### config.mk
export PLATFORM = sky130hd
export DESIGN_NAME = dmem_responder
export DESIGN_NICKNAME = d
export VERILOG_FILES = /design/src/rtl/dmem_responder_pkg.sv /design/src/rtl/dmem_array.sv /design/src/rtl/dmem_responder.sv
export SDC_FILE = /design/constraint.sdc
export NUM_CORES = 1
export LEC_CHECK = 0
export CAP_MARGIN = 40
export CORE_MARGIN = 2
export CORE_UTILIZATION = 30
export CTS_CLUSTER_DIAMETER = 120
export DETAILED_ROUTE_END_ITERATION = 8
export HOLD_SLACK_MARGIN = 0.12
export SETUP_SLACK_MARGIN = 0.05
export SLEW_MARGIN = 20
export SYNTH_ARGS = -nofsm -noshare
export SYNTH_HDL_FRONTEND = slang
export SYNTH_SLANG_ARGS = --single-unit
### constraint.sdc
create_clock -name clk -period 3.45 [get_ports clk]
set_input_delay 0.69 -clock clk [delete_from_list [all_inputs] [get_ports clk]]
set_output_delay 0.69 -clock clk [all_outputs]
set_load 0.1 [all_outputs]
### src/rtl/dmem_responder_pkg.sv
// Shared types and constants for the data-memory responder.
// Optional feature macro: DMEM_OOR_ERR_EN (out-of-range error response).
package dmem_responder_pkg;

    localparam int DATA_W = 32;
    localparam int ADDR_W = 32;
    localparam int CNT_W  = 4;

    typedef enum logic [1:0] {
        ST_IDLE = 2'd0,
        ST_WAIT = 2'd1,
        ST_RESP = 2'd2
    } state_t;

    // Value loaded into the wait counter on accept; unused when latency is zero.
    function automatic logic [CNT_W-1:0] wait_load(input int latency);
        if (latency == 0) begin
            return {CNT_W{1'b0}};
        end else begin
            return CNT_W'(latency - 1);
        end
    endfunction

endpackage

### src/rtl/dmem_array.sv
// Single-port DEPTH x 32 word store: synchronous write, registered read.
// The read register doubles as the response data register of the responder.
module dmem_array
    import dmem_responder_pkg::*;
#(
    parameter int DEPTH = 32,
    parameter int AW    = 5
) (
    input  logic              clk,
    input  logic              rn,
    input  logic              we,
    input  logic              re,
    input  logic              clr,
    input  logic [AW-1:0]     idx,
    input  logic [DATA_W-1:0] wdata,
    output logic [DATA_W-1:0] rdata
);

    logic [DATA_W-1:0] mem_r [DEPTH];

    // Array write port; contents are intentionally not reset.
    always_ff @(posedge clk) begin
        if (we) begin
            mem_r[idx] <= wdata;
        end
    end

    // Read register: zeroed for store/error responses, loaded on a read commit.
    always_ff @(posedge clk) begin
        if (!rn) begin
            rdata <= {DATA_W{1'b0}};
        end else if (clr) begin
            rdata <= {DATA_W{1'b0}};
        end else if (re) begin
            rdata <= mem_r[idx];
        end
    end

endmodule

### src/rtl/dmem_responder.sv
// Data-memory responder: slave end of the core load/store port.
// One request at a time, fixed access latency, valid/ready on both sides.
// Optional feature macro: DMEM_OOR_ERR_EN adds rsp_err and suppresses
// array access for addresses >= DEPTH instead of wrapping.
module dmem_responder
    import dmem_responder_pkg::*;
#(
    parameter int DEPTH   = 32,
    parameter int LATENCY = 2,
    parameter int AW      = $clog2(DEPTH)
) (
    input  logic              clk,
    input  logic              rn,
    input  logic              req_valid,
    output logic              req_ready,
    input  logic              req_we,
    input  logic [ADDR_W-1:0] req_addr,
    input  logic [DATA_W-1:0] req_wdata,
    output logic              rsp_valid,
    input  logic              rsp_ready,
    output logic [DATA_W-1:0] rsp_rdata,
    output logic              rsp_we,
    output logic              busy
`ifdef DMEM_OOR_ERR_EN
    ,
    output logic              rsp_err
`endif
);

    localparam logic [CNT_W-1:0] LAT_LOAD = wait_load(LATENCY);

    state_t            state_r;
    logic [CNT_W-1:0]  cnt_r;
    logic              lat_we_r;
    logic [AW-1:0]     lat_idx_r;
    logic [DATA_W-1:0] lat_wdata_r;

    logic              commit_s;
    logic              c_we_s;
    logic [AW-1:0]     c_idx_s;
    logic [DATA_W-1:0] c_wdata_s;
    logic              c_oor_s;
    logic              req_oor_s;

`ifdef DMEM_OOR_ERR_EN
    logic              lat_oor_r;

    assign req_oor_s = (req_addr >= ADDR_W'(DEPTH));
`else
    // Upper address bits are deliberately ignored: addresses wrap modulo DEPTH.
    logic              unused_addr_s;

    assign unused_addr_s = ^req_addr[ADDR_W-1:AW];
    assign req_oor_s     = 1'b0;
`endif

    // Select the access to commit this edge: the live request for zero latency,
    // otherwise the latched request once the wait counter has expired.
    always_comb begin
        commit_s  = 1'b0;
        c_we_s    = lat_we_r;
        c_idx_s   = lat_idx_r;
        c_wdata_s = lat_wdata_r;
`ifdef DMEM_OOR_ERR_EN
        c_oor_s   = lat_oor_r;
`else
        c_oor_s   = 1'b0;
`endif
        case (state_r)
            ST_IDLE: begin
                if ((LATENCY == 0) && req_valid) begin
                    commit_s  = rn;
                    c_we_s    = req_we;
                    c_idx_s   = req_addr[AW-1:0];
                    c_wdata_s = req_wdata;
                    c_oor_s   = req_oor_s;
                end else begin
                    commit_s  = 1'b0;
                end
            end
            ST_WAIT: begin
                if (cnt_r == {CNT_W{1'b0}}) begin
                    commit_s = rn;
                end else begin
                    commit_s = 1'b0;
                end
            end
            default: begin
                commit_s = 1'b0;
            end
        endcase
    end

    dmem_array #(
        .DEPTH (DEPTH),
        .AW    (AW)
    ) u_array (
        .clk   (clk),
        .rn    (rn),
        .we    (commit_s & c_we_s & ~c_oor_s),
        .re    (commit_s & ~c_we_s & ~c_oor_s),
        .clr   (commit_s & (c_we_s | c_oor_s)),
        .idx   (c_idx_s),
        .wdata (c_wdata_s),
        .rdata (rsp_rdata)
    );

    // Control FSM with wait counter and registered handshake outputs.
    always_ff @(posedge clk) begin
        if (!rn) begin
            state_r     <= ST_IDLE;
            cnt_r       <= {CNT_W{1'b0}};
            lat_we_r    <= 1'b0;
            lat_idx_r   <= {AW{1'b0}};
            lat_wdata_r <= {DATA_W{1'b0}};
            req_ready   <= 1'b1;
            rsp_valid   <= 1'b0;
            rsp_we      <= 1'b0;
            busy        <= 1'b0;
`ifdef DMEM_OOR_ERR_EN
            lat_oor_r   <= 1'b0;
            rsp_err     <= 1'b0;
`endif
        end else begin
            case (state_r)
                ST_IDLE: begin
                    if (req_valid) begin
                        lat_we_r    <= req_we;
                        lat_idx_r   <= req_addr[AW-1:0];
                        lat_wdata_r <= req_wdata;
`ifdef DMEM_OOR_ERR_EN
                        lat_oor_r   <= req_oor_s;
`endif
                        req_ready   <= 1'b0;
                        busy        <= 1'b1;
                        if (LATENCY == 0) begin
                            state_r   <= ST_RESP;
                            rsp_valid <= 1'b1;
                            rsp_we    <= req_we;
`ifdef DMEM_OOR_ERR_EN
                            rsp_err   <= req_oor_s;
`endif
                        end else begin
                            state_r   <= ST_WAIT;
                            cnt_r     <= LAT_LOAD;
                        end
                    end
                end
                ST_WAIT: begin
                    if (cnt_r == {CNT_W{1'b0}}) begin
                        state_r   <= ST_RESP;
                        rsp_valid <= 1'b1;
                        rsp_we    <= lat_we_r;
`ifdef DMEM_OOR_ERR_EN
                        rsp_err   <= lat_oor_r;
`endif
                    end else begin
                        cnt_r <= cnt_r - {{(CNT_W-1){1'b0}}, 1'b1};
                    end
                end
                ST_RESP: begin
                    if (rsp_ready) begin
                        state_r   <= ST_IDLE;
                        rsp_valid <= 1'b0;
                        req_ready <= 1'b1;
                        busy      <= 1'b0;
                    end
                end
                default: begin
                    state_r   <= ST_IDLE;
                    rsp_valid <= 1'b0;
                    req_ready <= 1'b1;
                    busy      <= 1'b0;
                end
            endcase
        end
    end

endmodule
After elaboration in Yosys (flattened, before gate mapping) --
Memories as Yosys holds them, arrays and structs flattened. A register that Yosys moved wholly into a read port is not among the register bits. Cells that the tools add are included. Widths: inputs -> output; s select.
Word-level totals: input port bits 69, memories 1, memory bits (writable) 1024, output and inout bits 36, logic and storage cells 52, register bits after elaboration 48
Memories:
- u_array.mem_r | words 32, bits a word 32, read ports 1, clocked after memory_dff 1, write ports 1, RTL line dmem_array.sv:19 | logic [DATA_W-1:0] mem_r [DEPTH];
Operators by class: bitwise operators 6, equal/unequal tests 6, reductions and logical operators 10, $add $sub $neg 1, mux-type cells 19
Operators with widths (count):
- $reduce_and 3->1 | 4
- $mux 1 | 9
- $pmux 1 s3 | 3
- $mux 4 | 2
- $ne 2x2->1 const B | 4
- $pmux 4 s2 | 1
- $mux 2 | 3
- $pmux 2 s3 | 1
- $logic_not 4->1 | 1
- $not 1->1 | 4
- $reduce_and 2->1 | 2
- $sub 4x1->4 const B | 1
- $and 1x1->1 | 2
- $eq 2x1->1 const B | 1
- $eq 2x2->1 const B | 1
- $logic_not 2->1 | 1
- $reduce_bool 2->1 | 1
- $reduce_or 2->1 | 1

Logic depth before layout (Yosys ltp) --
Gate-level depths: netlist (run 1).
word-level depth 6, depth in mapped cells 10, depth with buffers taken out 7

Cells and area by module --
A second synthesis (run 1) with hierarchy kept.
Second synthesis, totals: cells, all modules 2153, area total of the unflattened synthesis 41721.3 um^2
Modules (own cells, without submodules):
- dmem_array | area an instance 39900.8 um^2, seq. area each 31390.1 um^2, times used 1, cells each 1928
- dmem_responder | area an instance 1820.5 um^2, seq. area each 960.9 um^2, times used 1, cells each 225

Worst setup path before layout (run 1) --
Ideal clock, no wire load.
kind register to register, start point register cnt_r[0], end point memory u_array.mem_r[28][0], enable pin, period minus slack after synthesis 3506 ps, cell stages (with the launch flop) 9, required time 3029 ps, setup slack -56 ps, data arrival time 3085 ps, setup time 421 ps, buffers on the path 1, path through dfxtp_1 -> inv_1 -> ha_1 -> nor3b_1 -> nand2_1 -> nor2_2 -> or4b_1 -> buf_2 -> nor2_1
On the way: cells in the longest elaborated chain, start to end 6
Ends and longest elaborated chain:
- from (decl) | RTL line dmem_responder.sv:33 | logic [CNT_W-1:0] cnt_r;
- from (signal assigned) | RTL line dmem_responder.sv:112 | cnt_r <= {CNT_W{1'b0}};
- from (signal assigned) | RTL line dmem_responder.sv:158 | cnt_r <= cnt_r - {{(CNT_W-1){1'b0}}, 1'b1};
- $logic_not 4->1 | RTL line dmem_responder.sv:82 | if (cnt_r == {CNT_W{1'b0}}) begin
- $mux 1 | RTL line dmem_responder.sv:82
- $mux 1
- $and 1x1->1 | RTL line dmem_responder.sv:100 | .we (commit_s & c_we_s & ~c_oor_s),
- $mux 1 | RTL line dmem_array.sv:23 | if (we) begin
- $mux 1 (not written as such) | RTL line dmem_array.sv:24 | mem_r[idx] <= wdata;
- to (decl) | RTL line dmem_array.sv:19
No other way between the ends.

Final worst setup path (run 1) --
start point register cnt_r[1], end point memory u_array.mem_r[20][26], enable pin
The elaborated chain is that of the path after synthesis.

==> results.toml, run 1 <==
[outcome]
run_status = "finished clean"

[yosys]
synth-seq-cells = 1104
ys_seq_area_share_pct = 77.0
ys.flop_type = "edfxtp_1"
synthTopCellsByArea = "edfxtp_1, mux4_2, dfxtp_1"
synth-edff-count = 1024
syn_area_per_cell_sq_um = 19.8
syn_inst = 2118
yosys.area.top_type = "edfxtp_1"
synth_cell_types = 64
async_flop_share_pct = 0
synthesis.area_sq_um = 42000
syn_nets = 2188
synth_top_area_share_pct = 73.2
synth_warnings = 0

[placement]
port_buffers = 77
dp_hpwl_mm = 68.9
gp_congestion = 0.819

[hold_path]
min_path_type = "flip-flop to flip-flop"
min-delay-start = "rsp_valid$_SDFFE_PN0P_"

[sta]
relSlewSlack_pct = 43.1
finalSetupViolations = 0
fin_crit_ns = 3.10
tightestPinTransition_ns = 0.853
fin_hold_ws_ns = 0.474
setup-tns-final_ns = 0
skew_ns = 0.0546
hold_violations = 0
slew_violations = 0
fin_crit_sh_pct = 89.9
rsz0062_at_grt = "no"
fmaxAchievable_ghz = 0.322

[power]
p_per_area_nw_per_um2 = 576
finalPower_mw = 28.8
p_leak_nw = 15.7
peakVddDrop_mv = 0.385

[setup_path]
end_kind = "flip-flop"
start_kind = "flip-flop"
crit_chain = "inv_1, ha_1, nor3b_1, nand2_2, nor2_2, or4b_1, buf_4, nor2_4, buf_12"
critical_path_class = "flip-flop to flip-flop"
slowest_delay_ns = 0.49
cpLargestDelayFamily = "simple AND/OR/NAND/NOR gates"
reg2reg_from = "cnt_r[1]$_SDFFE_PN0P_"
startpoint = "cnt_r[1]$_SDFFE_PN0P_"
crit_required_ns = 3.81
crit_slowest_cell = "or4b_1"
crit_buf_inv = 3
cp_data_arrival_time_ns = 3.46
crit_fanout = 25

[cts]
clock_path_buffers = 3
tritoncts = "built"
path_clk_slew_ns = 0.06
root_buffer = "clkbuf_16"
post_cts_resized = 0
clkLatencyLatePin_ns = 0.70
htreeDepth = 3
cts.sinks = 1104
hold_buffers = 0
cts_buffers = 106
postCtsSetupRepairBufs = 0

[die]
dieArea_sq_um = 143000
die_h_um = 378
rows = 137
core_area_sq_um = 139000
initial_utilization_pct = 30.2
die_x_um = 378
ios = 105

[grt]
antenna_found_initial = 2
grt_pass1_wl_mm = 160
grt_use_total_pct = 15.6
grt_pass1_vias = 22299
grt_max_degree = 43
overflow = 0

[routing]
first_iter_violations = 2624
post-route-drc-count = 0
wl_per_cell_um = 26.1
drt-total-wl_mm = 113
dr_total_vias = 22043
vias_per_cell = 5.11
firstDrtPassIters = 6
drtAntennaViolNets = 0

[final_layout]
layout-drive-gt1-share_pct = 24.7
fin_nets = 2417
fill_cells = 12885
area_growth_pct = 18.9
antenna_cells = 0

[run]
maxCapViolations = 0
## power by group
part | total [mW] | switching (mW) | internal [mW] | leakage (nW)
clock | 11.6 | 4.98 | 6.65 | 1.73
combinational | 2.14 | 1.38 | 0.756 | 3.70
sequential | 15.0 | 0.196 | 14.8 | 10.3
## per-stage QoR
stage | cells | utilization [%] | cell area, sq um | worst slack [ns]
after floorplan | 2118 | - | 42000 | -0.0564
after global placement | 4082 | 33.0 | 45900 | 0.294
after detailed placement | 4109 | 33.3 | 46300 | 0.348
after CTS | 4307 | 35.8 | 49800 | 0.363
after global routing | 4313 | 35.9 | 49900 | 0.210
final | 4313 | 35.9 | 49900 | 0.347
## sequential cells by signal, indices dropped and copies added, names as in the netlist, 2 cells and up
signal	count
u_array.mem_r	1024
u_array.rdata	32
cnt_r	4
c_wdata_s	32
c_idx_s	5
state_r	2
## routing by layer
| metal | track usage (%) | wire, um |
|---|---|---|
| met3 | 4.15 | 10700 |
| met2 | 24.5 | 52600 |
| met5 | 0 | 0 |
| met1 | 21.4 | 46800 |
| met4 | 3.95 | 2590 |
## layout make-up
class,count,area [sq um],share of cell area [%]
clock inverters,57,558,1.12
well taps,1876,2350,4.70
clock buffers,141,2970,5.94
multi-input cells,885,9090,18.2
inverters,6,23.8,0.0476
repair buffers,244,2580,5.17
flip-flops and latches,1104,32400,64.8
## logic make-up after synthesis
| family | after synthesis | share of synthesized area, % |
|---|---|---|
| AO/OA/AOI/OAI | 293 | 4.70 |
| XOR/XNOR | 2 | 0.0417 |
| adder cells (fa/ha/maj) | 1 | 0.0298 |
| buffers and inverters | 129 | 1.97 |
| flip-flops | 1104 | 77.0 |
| multiplexers | 338 | 13.3 |
| AND/OR/NAND/NOR | 251 | 2.94 |
## cells in the mapped netlist (4+ instances only)
library cell / number
mux2i_1: 159
dfxtp_1: 80
and4_1: 6
edfxtp_1: 1024
or2_2: 4
mux4_2: 175
a311oi_1: 21
nand4_1: 4
a21oi_1: 86
a22o_1: 27
mux2_2: 4
inv_1: 6
o22ai_1: 66
nand3_1: 5
buf_2: 33
nor2_1: 68
buf_6: 19
a22oi_1: 38
a211oi_1: 24
clkbuf_1: 33
nand2b_1: 13
o21ai_0: 7
buf_4: 34
nand2_1: 94
nor4_1: 5
nor3_1: 24
## tightest hold or removal path, stage by stage (launching register included)
cell and delay, ns:
dfxtp_1 0.32, nand2_1 0.06, a21oi_1 0.05
## cell usage in the layout, fill, tap and decap left out, types with 6 or more instances in the layout
cell             Yosys  layout
edfxtp_1          1024    1024
mux4_2             175     175
mux2i_1            159     159
buf_4               34     138
clkbuf_16            0     108
nand2_1             94      93
a21oi_1             86      86
dfxtp_1             80      78
o22ai_1             66      66
clkdlybuf4s50_1      0      41
a22oi_1             38      38
nor2_4               1      36
nor2_1              68      33
buf_12               2      33
a22o_1              27      27
buf_8                0      26
clkinv_2             0      25
nor3_1              24      24
a211oi_1            24      24
a311oi_1            21      21
clkbuf_1            33      19
clkinv_1             0      15
clkbuf_8             0      14
nand2b_1            13      13
bufinv_16            0       8
o21ai_0              7       7
and4_1               6       6
## worst paths after layout
kind                                      to  slack [ns]  cells after the start
min                   rsp_valid$_SDFFE_PN0P_        0.47                      2
max reg2reg  u_array.mem_r[20][26]$_DFFE_PP_        0.35                      9
max          u_array.mem_r[20][26]$_DFFE_PP_        0.35                      9
min reg2reg           rsp_valid$_SDFFE_PN0P_        0.47                      2
(Power assumes the default switching activity.)
==> run 2: changes to the inputs <==
--- a/config.mk
+++ b/config.mk
@@ -16,3 +16,4 @@
 export SYNTH_ARGS = -nofsm -noshare
 export SYNTH_HDL_FRONTEND = slang
 export SYNTH_SLANG_ARGS = --single-unit
+export TNS_END_PERCENT = 50
==> constraint.sdc (replaced) <==
create_clock -name clk -period 3 [get_ports clk]
set_input_delay 0.6 -clock clk [delete_from_list [all_inputs] [get_ports clk]]
set_output_delay 0.6 -clock clk [all_outputs]
set_load 0.1 [all_outputs]
==> run 2 against run 1 <==
Effect of this change: sequential share of layout area decreased by 0.42 points; global-route usage rose by 0.083 points; clock skew is 0.0065 ns lower; non-clock buffer count up 27; first-iteration DRC count up 5.1%; clock power grew 9%; wire length grew 0.50%.
==> results.toml, run 2 (same netlist as run 1, synthesis figures left out) <==
[outcome]
run_status = "finished clean"

[routing]
firstDrtPassIters = 5
post-route-drc-count = 0
first_iter_violations = 2759
wl_per_cell_um = 26.1
drt-total-wl_mm = 113
drtAntennaViolNets = 0
vias_per_cell = 5.11
dr_total_vias = 22126

[die]
die_h_um = 378
rows = 137
core_area_sq_um = 139000
initial_utilization_pct = 30.2
die_x_um = 378
ios = 105
dieArea_sq_um = 143000

[placement]
gp_congestion = 0.816
placed_cell_area_sq_um = 46900
dp_hpwl_mm = 70.3
dpl.cell_count = 4136
place_ws_ns = 0.265
port_buffers = 77

[sta]
fin_crit_ns = 2.67
tightestPinTransition_ns = 0.848
fmaxAchievable_ghz = 0.374
fin_crit_sh_pct = 89.0
finalSetupViolations = 0
relSlewSlack_pct = 43.5
setup-tns-final_ns = 0
skew_ns = 0.0481
rsz0062_at_grt = "no"
slew_violations = 0
hold_violations = 0
postLayoutSetupSlackWorst_ns = 0.329

[grt]
grt_max_degree = 44
grt_pass1_vias = 22286
grt_pass1_wl_mm = 161
overflow = 0
antenna_found_initial = 4
grt_use_total_pct = 15.7

[setup_path]
endpoint = "u_array.mem_r[23][20]$_DFFE_PP_"
end_kind = "flip-flop"
worstReg2RegEnd = "u_array.mem_r[23][20]$_DFFE_PP_"
reg2reg_slack_ns = 0.33
crit_fanout = 17
startpoint = "cnt_r[0]$_SDFFE_PN0P_"
crit_required_ns = 3.35
r2r_cells = 10
start_kind = "flip-flop"
critical_path_class = "flip-flop to flip-flop"
cp_data_arrival_time_ns = 3.03
reg2reg_from = "cnt_r[0]$_SDFFE_PN0P_"

[cts]
tritoncts = "built"
postCtsSetupRepairBufs = 0
post_cts_resized = 0
root_buffer = "clkbuf_16"
clkLatencyLatePin_ns = 0.68
clock_path_buffers = 3
hold_buffers = 0
htreeDepth = 3
cts_buffers = 104
cts.sinks = 1104
path_clk_slew_ns = 0.06

[power]
combinationalPowerShare_pct = 7.7
p_seq_share_pct = 53.1
p_switching_mw = 7.38
p_int_mw = 25.0
p_per_area_nw_per_um2 = 645
p_leak_nw = 15.8
pwr-share-clk_pct = 39.2
swShare_pct = 22.8
peakVddDrop_mv = 0.424

[final_layout]
final_common_cell = "edfxtp_1"
layout-drive-gt1-share_pct = 25.1
instances_no_fill = 4333
mostFrequentLayoutCells = "edfxtp_1, mux4_2, mux2i_1, buf_4, clkbuf_16"
fin_nets = 2442
fill_cells = 12786
stdcell_area_sq_um = 50300
antenna_cells = 0
largest_reg_flops = 1024
top_register = "u_array.mem_r"
area_growth_pct = 19.7

[hold_path]
min_path_type = "flip-flop to flip-flop"

[run]
maxCapViolations = 0
[run 2: cell types whose count changed in the layout (fill, tap and decap cells not counted), moves of 3 or more]
cell | previous run | this run
clkbuf_16 | 108 | 105
buf_12 | 33 | 57
buf_6 | 5 | 2
clkbuf_1 | 19 | 23
clkinv_1 | 15 | 18
clkbuf_8 | 14 | 7
[run 2: how the worst min path moves through the flow]
stage	end	slack (ns)	from	depth (start not counted)
final	rsp_valid$_SDFFE_PN0P_	0.46	rsp_valid$_SDFFE_PN0P_	2
after global routing	c_wdata_s[27]$_SDFFE_PN0P_	0.47	req_wdata[27]	3
after CTS	c_we_s$_SDFFE_PN0P_	0.46	req_we	3
after detailed placement	rsp_valid$_SDFFE_PN0P_	0.45	rsp_valid$_SDFFE_PN0P_	2
after global placement	rsp_valid$_SDFFE_PN0P_	0.46	rsp_valid$_SDFFE_PN0P_	2
after floorplan	c_we_s$_SDFFE_PN0P_	0.46	c_we_s$_SDFFE_PN0P_	2
[run 2: stage by stage]
step	utilization (%)	hold WS, ns	total power, mW
floorplan	-	0.461	19.1
global placement	33.4	0.456	19.9
detailed placement	33.7	0.454	20.0
CTS	36.0	0.460	32.6
global route	36.1	0.473	33.3
finish	36.1	0.457	32.4
[run 2: critical path, stage by stage (launching register included)]
cell and delay (ns):
dfxtp_1 0.33, inv_1 0.07, ha_1 0.18, nor3b_1 0.32, nand2_2 0.10, nor2_2 0.10
buf_4 0.18, nand4_1 0.11, buf_4 0.24, nor2_4 0.44, buf_12 0.25
[run 2: final cells by class]
type	instances	area [sq um]	share of cell area [%]
clock inverter	56	490	0.976
timing repair buffer	271	3130	6.22
tap	1876	2350	4.67
sequential	1104	32400	64.4
clock buffer	135	2810	5.59
inverter	6	23.8	0.0473
multi-input combinational	885	9090	18.1
[run 2: routing by layer]
layer  wire [um]  global-route usage (%)
met1       47600                    22.1
met2       53600                    25.1
met3        9470                    2.66
met4        2650                    4.11
met5           0                       0
[run 2: power groups by stage]
stage          combinational (mW)  sequential, mW  clock (mW)
4_1_cts                      2.46            17.3        12.9
6_report                     2.50            17.2        12.7
2_1_floorplan                1.15            17.9           0
3_5_place_dp                 2.45            17.6           0
3_3_place_gp                 2.21            17.7           0
5_1_grt                      2.63            17.2        13.5
==> run 3: changes to the inputs <==
--- a/config.mk
+++ b/config.mk
@@ -6,6 +6,7 @@
 export NUM_CORES = 1
 export LEC_CHECK = 0
 export CAP_MARGIN = 40
+export CORE_ASPECT_RATIO = 1.2
 export CORE_MARGIN = 2
 export CORE_UTILIZATION = 30
 export CTS_CLUSTER_DIAMETER = 120
==> run 3 against run 2 <==
Effect of this change: critical path depth shrank 1; clock power is essentially flat; first-iteration DRC count shrank 5.3%; non-clock buffer count shrank 16; core utilization is essentially flat; total power grew 0.94%; sequential cell count is the same; wire length shrank 1.6%; worst hold slack gained 0.0077 ns; largest power group unchanged.
==> results.toml, run 3 (same netlist as run 1, synthesis figures left out) <==
[die]
core_area_sq_um = 139000
die_h_um = 414
die_x_um = 346
ios = 105
dieArea_sq_um = 143000
rows = 150
initial_utilization_pct = 30.2

[cts]
htreeDepth = 3
path_clk_slew_ns = 0.06
post_cts_resized = 0
cts.sinks = 1104
postCtsSetupRepairBufs = 0
clock_path_buffers = 3
cts_buffers = 110
hold_buffers = 0
clkLatencyLatePin_ns = 0.69
tritoncts = "built"
root_buffer = "clkbuf_16"

[sta]
slew_violations = 0
fin_crit_ns = 2.75
setup-tns-final_ns = 0
hold_violations = 0
finalSetupViolations = 0
tightestPinTransition_ns = 0.842
rsz0062_at_grt = "no"
skew_ns = 0.0362
fin_crit_sh_pct = 91.6
relSlewSlack_pct = 43.9
fmaxAchievable_ghz = 0.364

[power]
swShare_pct = 22.9
peakVddDrop_mv = 0.436
p_per_area_nw_per_um2 = 651
p_seq_share_pct = 52.6
p_switching_mw = 7.50
pwr-share-clk_pct = 39.7
combinationalPowerShare_pct = 7.6
p_int_mw = 25.2
p_leak_nw = 15.8

[final_layout]
fill_cells = 12701
top_register = "u_array.mem_r"
antenna_cells = 0
final_common_cell = "edfxtp_1"
mostFrequentLayoutCells = "edfxtp_1, mux4_2, mux2i_1, buf_4, clkbuf_16"
area_growth_pct = 19.7
fin_nets = 2432
utilization_pct = 36.2
multiInputGateArea_sq_um = 9100
largest_reg_flops = 1024
layout-drive-gt1-share_pct = 25.0
regArea_sq_um = 32400

[setup_path]
startpoint = "cnt_r[1]$_SDFFE_PN0P_"
reg2reg_slack_ns = 0.25
crit_chain = "inv_1, ha_1, nor3b_2, nand2_2, nor2_2, or4b_1, buf_4, nor2_4, buf_12"
cp_data_arrival_time_ns = 3.08
start_kind = "flip-flop"
reg2reg_from = "cnt_r[1]$_SDFFE_PN0P_"
crit_slowest_cell = "or4b_1"
crit_required_ns = 3.34
critical_path_class = "flip-flop to flip-flop"
crit_fanout = 24
end_kind = "flip-flop"
worstReg2RegEnd = "u_array.mem_r[20][16]$_DFFE_PP_"
endpoint = "u_array.mem_r[20][16]$_DFFE_PP_"
r2r_cells = 9
slowest_delay_ns = 0.51

[grt]
grt_pass1_vias = 22534
overflow = 0
grt_max_degree = 44
grt_use_total_pct = 15.3
antenna_found_initial = 1
grt_pass1_wl_mm = 158

[hold_path]
min_path_type = "input port to flip-flop"

[placement]
port_buffers = 77
gp_congestion = 0.827
dp_hpwl_mm = 68.6

[routing]
post-route-drc-count = 0
wl_per_cell_um = 26.1
drtAntennaViolNets = 0
vias_per_cell = 5.10
first_iter_violations = 2614
dr_total_vias = 21833
drt-total-wl_mm = 112
firstDrtPassIters = 5

[run]
maxCapViolations = 0

[outcome]
run_status = "finished clean"
-- run 3: changes by cell type in the layout (fill, tap and decap cells not counted), sizes merged --
cell | before | now
buf | 230 | 214
bufinv | 6 | 5
clkbuf | 135 | 137
clkinv | 45 | 58
clkinvlp | 4 | 6
inv | 7 | 6
-- run 3: cell type report --
type	count	area share, %
flip-flops and latches	1104	64.4
multi-input cells	885	18.1
repair buffers	255	6.15
clock buffers	137	5.80
well taps	1824	4.54
clock inverters	69	1.01
inverters	6	0.0473
-- run 3: worst min path at each step --
| stage | start | slack (ns) | cells after the start | endpoint |
|---|---|---|---|---|
| final | req_wdata[1] | 0.46 | 3 | c_wdata_s[1]$_SDFFE_PN0P_ |
| after global routing | req_wdata[1] | 0.46 | 3 | c_wdata_s[1]$_SDFFE_PN0P_ |
| after CTS | req_wdata[1] | 0.43 | 3 | c_wdata_s[1]$_SDFFE_PN0P_ |
| after detailed placement | u_array.rdata[20]$_SDFFE_PP0P_ | 0.53 | 2 | u_array.rdata[20]$_SDFFE_PP0P_ |
| after global placement | rsp_valid$_SDFFE_PN0P_ | 0.51 | 2 | rsp_valid$_SDFFE_PN0P_ |
| after floorplan | c_we_s$_SDFFE_PN0P_ | 0.46 | 2 | c_we_s$_SDFFE_PN0P_ |
-- run 3: power by group through the flow --
stage,combinational (mW),clock (mW),sequential (mW)
6_report,2.49,13.0,17.2
5_1_grt,2.63,13.8,17.2
4_1_cts,2.44,13.2,17.3
3_5_place_dp,2.43,0,17.6
3_3_place_gp,2.16,0,17.7
2_1_floorplan,1.15,0,17.9
-- run 3: stage by stage --
step,hold slack (ns),std cells,instance area [sq um],setup slack (ns),total power [mW]
final,0.465,4280,50300,0.252,32.7
after global routing,0.463,4280,50300,0.119,33.7
after CTS,0.428,4274,50200,0.176,33.0
after detailed placement,0.527,4068,46800,0.102,20.0
after global placement,0.515,4038,46300,0.134,19.9
after floorplan,0.461,2118,42000,-0.324,19.1
-- run 3: critical path, delay by kind of cell (launching register included) --
family	cells	cell delay [ns]
adder cells (fa/ha/maj)	1	0.20
buffers and inverters	3	0.58
flip-flops	1	0.33
AND/OR/NAND/NOR	5	1.23
-- run 3: layer usage --
metal	vias up	GRT usage [%]	part of all wire [%]
met5	-	0	0.012
met4	2	6.37	3.9
met3	188	2.97	7.6
met2	994	25.2	48
met1	11412	19.8	41
li1	9237	-	-
==> variant: new RTL, flow settings as in run 3 <==
The option `DMEM_OOR_ERR_EN` is turned on by a define.
--- a/src/rtl/dmem_responder.sv
+++ b/src/rtl/dmem_responder.sv
@@ -3,4 +3,6 @@
 // Optional feature macro: DMEM_OOR_ERR_EN adds rsp_err and suppresses
 // array access for addresses >= DEPTH instead of wrapping.
+`define DMEM_OOR_ERR_EN
+
 module dmem_responder
     import dmem_responder_pkg::*;
Formal check against the unedited RTL (old outputs only; new: rsp_err): same outputs for any inputs over 4 cycles, from zero or initial values; that may be too few to reach the edited logic, so the function may still have changed.
==> variant against run 3 <==
Wire length about the same. Cell count fell by 0.14%. Count of clock-buffer cells in the layout down 15. Power increased by 1.2%. Setup slack worse by 0.026 ns. Synthesized area grew 0.22%. Critical endpoint is now u_array.mem_r[9][4]$_DFFE_PP_. Final area increased by 0.70%. Sequential cell count increased by 2.
==> variant: results (changes against run 3) <==
* Run status: finished clean
* IO buf count at 105 (+36%)
* Synth Area in XOR/XNOR at 0.04162% (-0.000091 points)
* Overall Global Routing Usage at 15.29% (about the same)
* P_leak at 15.67 nW (-1.1%)
* Share of power burned in registers at 52.2% (-0.4 points)
* Dpl ws at 0.1016 ns (-0.0002210 ns)
* WL per Instance at 26.11 um (+0.19%)
* Slew headroom at 47.42% (+3.6 points)
* Cell Area, Placed at 47,160 sq um (+0.86%)
* Clk_lat worst skew at 0.71 ns (+0.02 ns)
* Mapped Avg Cell Area at 19.97 sq um (+0.74%)
* Layout fillers at 12.72k (+0.17%)
* Layout cell share with drive strength beyond 1 at 29.07% (+4.1 points)
* Post-synthesis adder-cell area fraction at 0.05946% (+0.030 points)
* CTS Buf Count at 98 (-11%)
* First-pass GRT wire length at 159.3 mm (+0.80%)
* Switching share of power at 23.24% (+0.32 points)
* Synth top area cells: edfxtp_1 (73%), mux4_2 (10%), dfxtp_1 (3.9%), mux2i_1 (2.2%), mux2_2 (2.1%)
* Initial antenna violation count at 5 (+4)
* Synth Area in Compound Gates at 4.097% (-0.60 points)
* Unique cell type count in the Yosys netlist at 54 (-16%)
* Multiplexer area fraction after synthesis at 14.33% (+1.1 points)
* Clock Skews at 0.03748 ns (+0.001268 ns)
* Inst Count DP at 4,082 (+0.34%)
* Synth top cells by count: edfxtp_1 (1,024), mux4_2 (188), nand2_1 (112), mux2i_1 (93), dfxtp_1 (82)
* CP Data Arrival Time at 3.14 ns (+0.06 ns)
* Cell Count, Final, Fillers Out at 4,274 (-0.14%)
-- variant: final timing paths --
path         depth (start not counted)                            end                      start  slack, ns
max                                  8  u_array.mem_r[9][4]$_DFFE_PP_      cnt_r[0]$_SDFFE_PN0P_       0.23
min                                  3      c_wdata_s[7]$_SDFFE_PN0P_               req_wdata[7]       0.44
max reg2reg                          8  u_array.mem_r[9][4]$_DFFE_PP_      cnt_r[0]$_SDFFE_PN0P_       0.23
min reg2reg                          2      c_wdata_s[2]$_SDFFE_PN0P_  c_wdata_s[2]$_SDFFE_PN0P_       0.47
-- variant: area by class of cell --
type / instances / area (sq um) / area share [%]
Tap cell: 1824 / 2282 / 4.508
Clock buffer: 122 / 2646 / 5.227
Timing Repair Buffer: 287 / 3256 / 6.430
Sequential cell: 1106 / 32430 / 64.05
Inverter: 6 / 23.77 / 0.04695
Clock inverter: 59 / 604.3 / 1.194
Antenna cell: 1 / 2.502 / 0.004943
Multi-Input combinational cell: 869 / 9387 / 18.54
-- variant: critical path, cell delays in order (launching register included) --
cell and delay [ns]:
dfxtp_2 0.34, inv_2 0.08, ha_4 0.13, nand4bb_1 0.11
or2_2 0.49, or4_1 0.62, buf_4 0.25, nor2_4 0.14
buf_12 0.24
-- variant: layer usage --
metal	GRT usage [%]	wire length (um)	vias to the layer above
li1	-	-	9196
met1	19.39	43870	11530
met2	26.60	57420	879
met3	2.090	6789	152
met4	5.632	3496	0
met5	0	0	-
-- variant: cells by family (layout without fill, tap and decap cells) --
kind of cell    Yosys count  count (layout)
mux                     358             358
xor+xnor                  2               2
buf+inv                 132             474
simple gates            259             259
other cells               0               1
fa+ha+maj                 2               2
compound gates          248             248
flops                  1106            1106
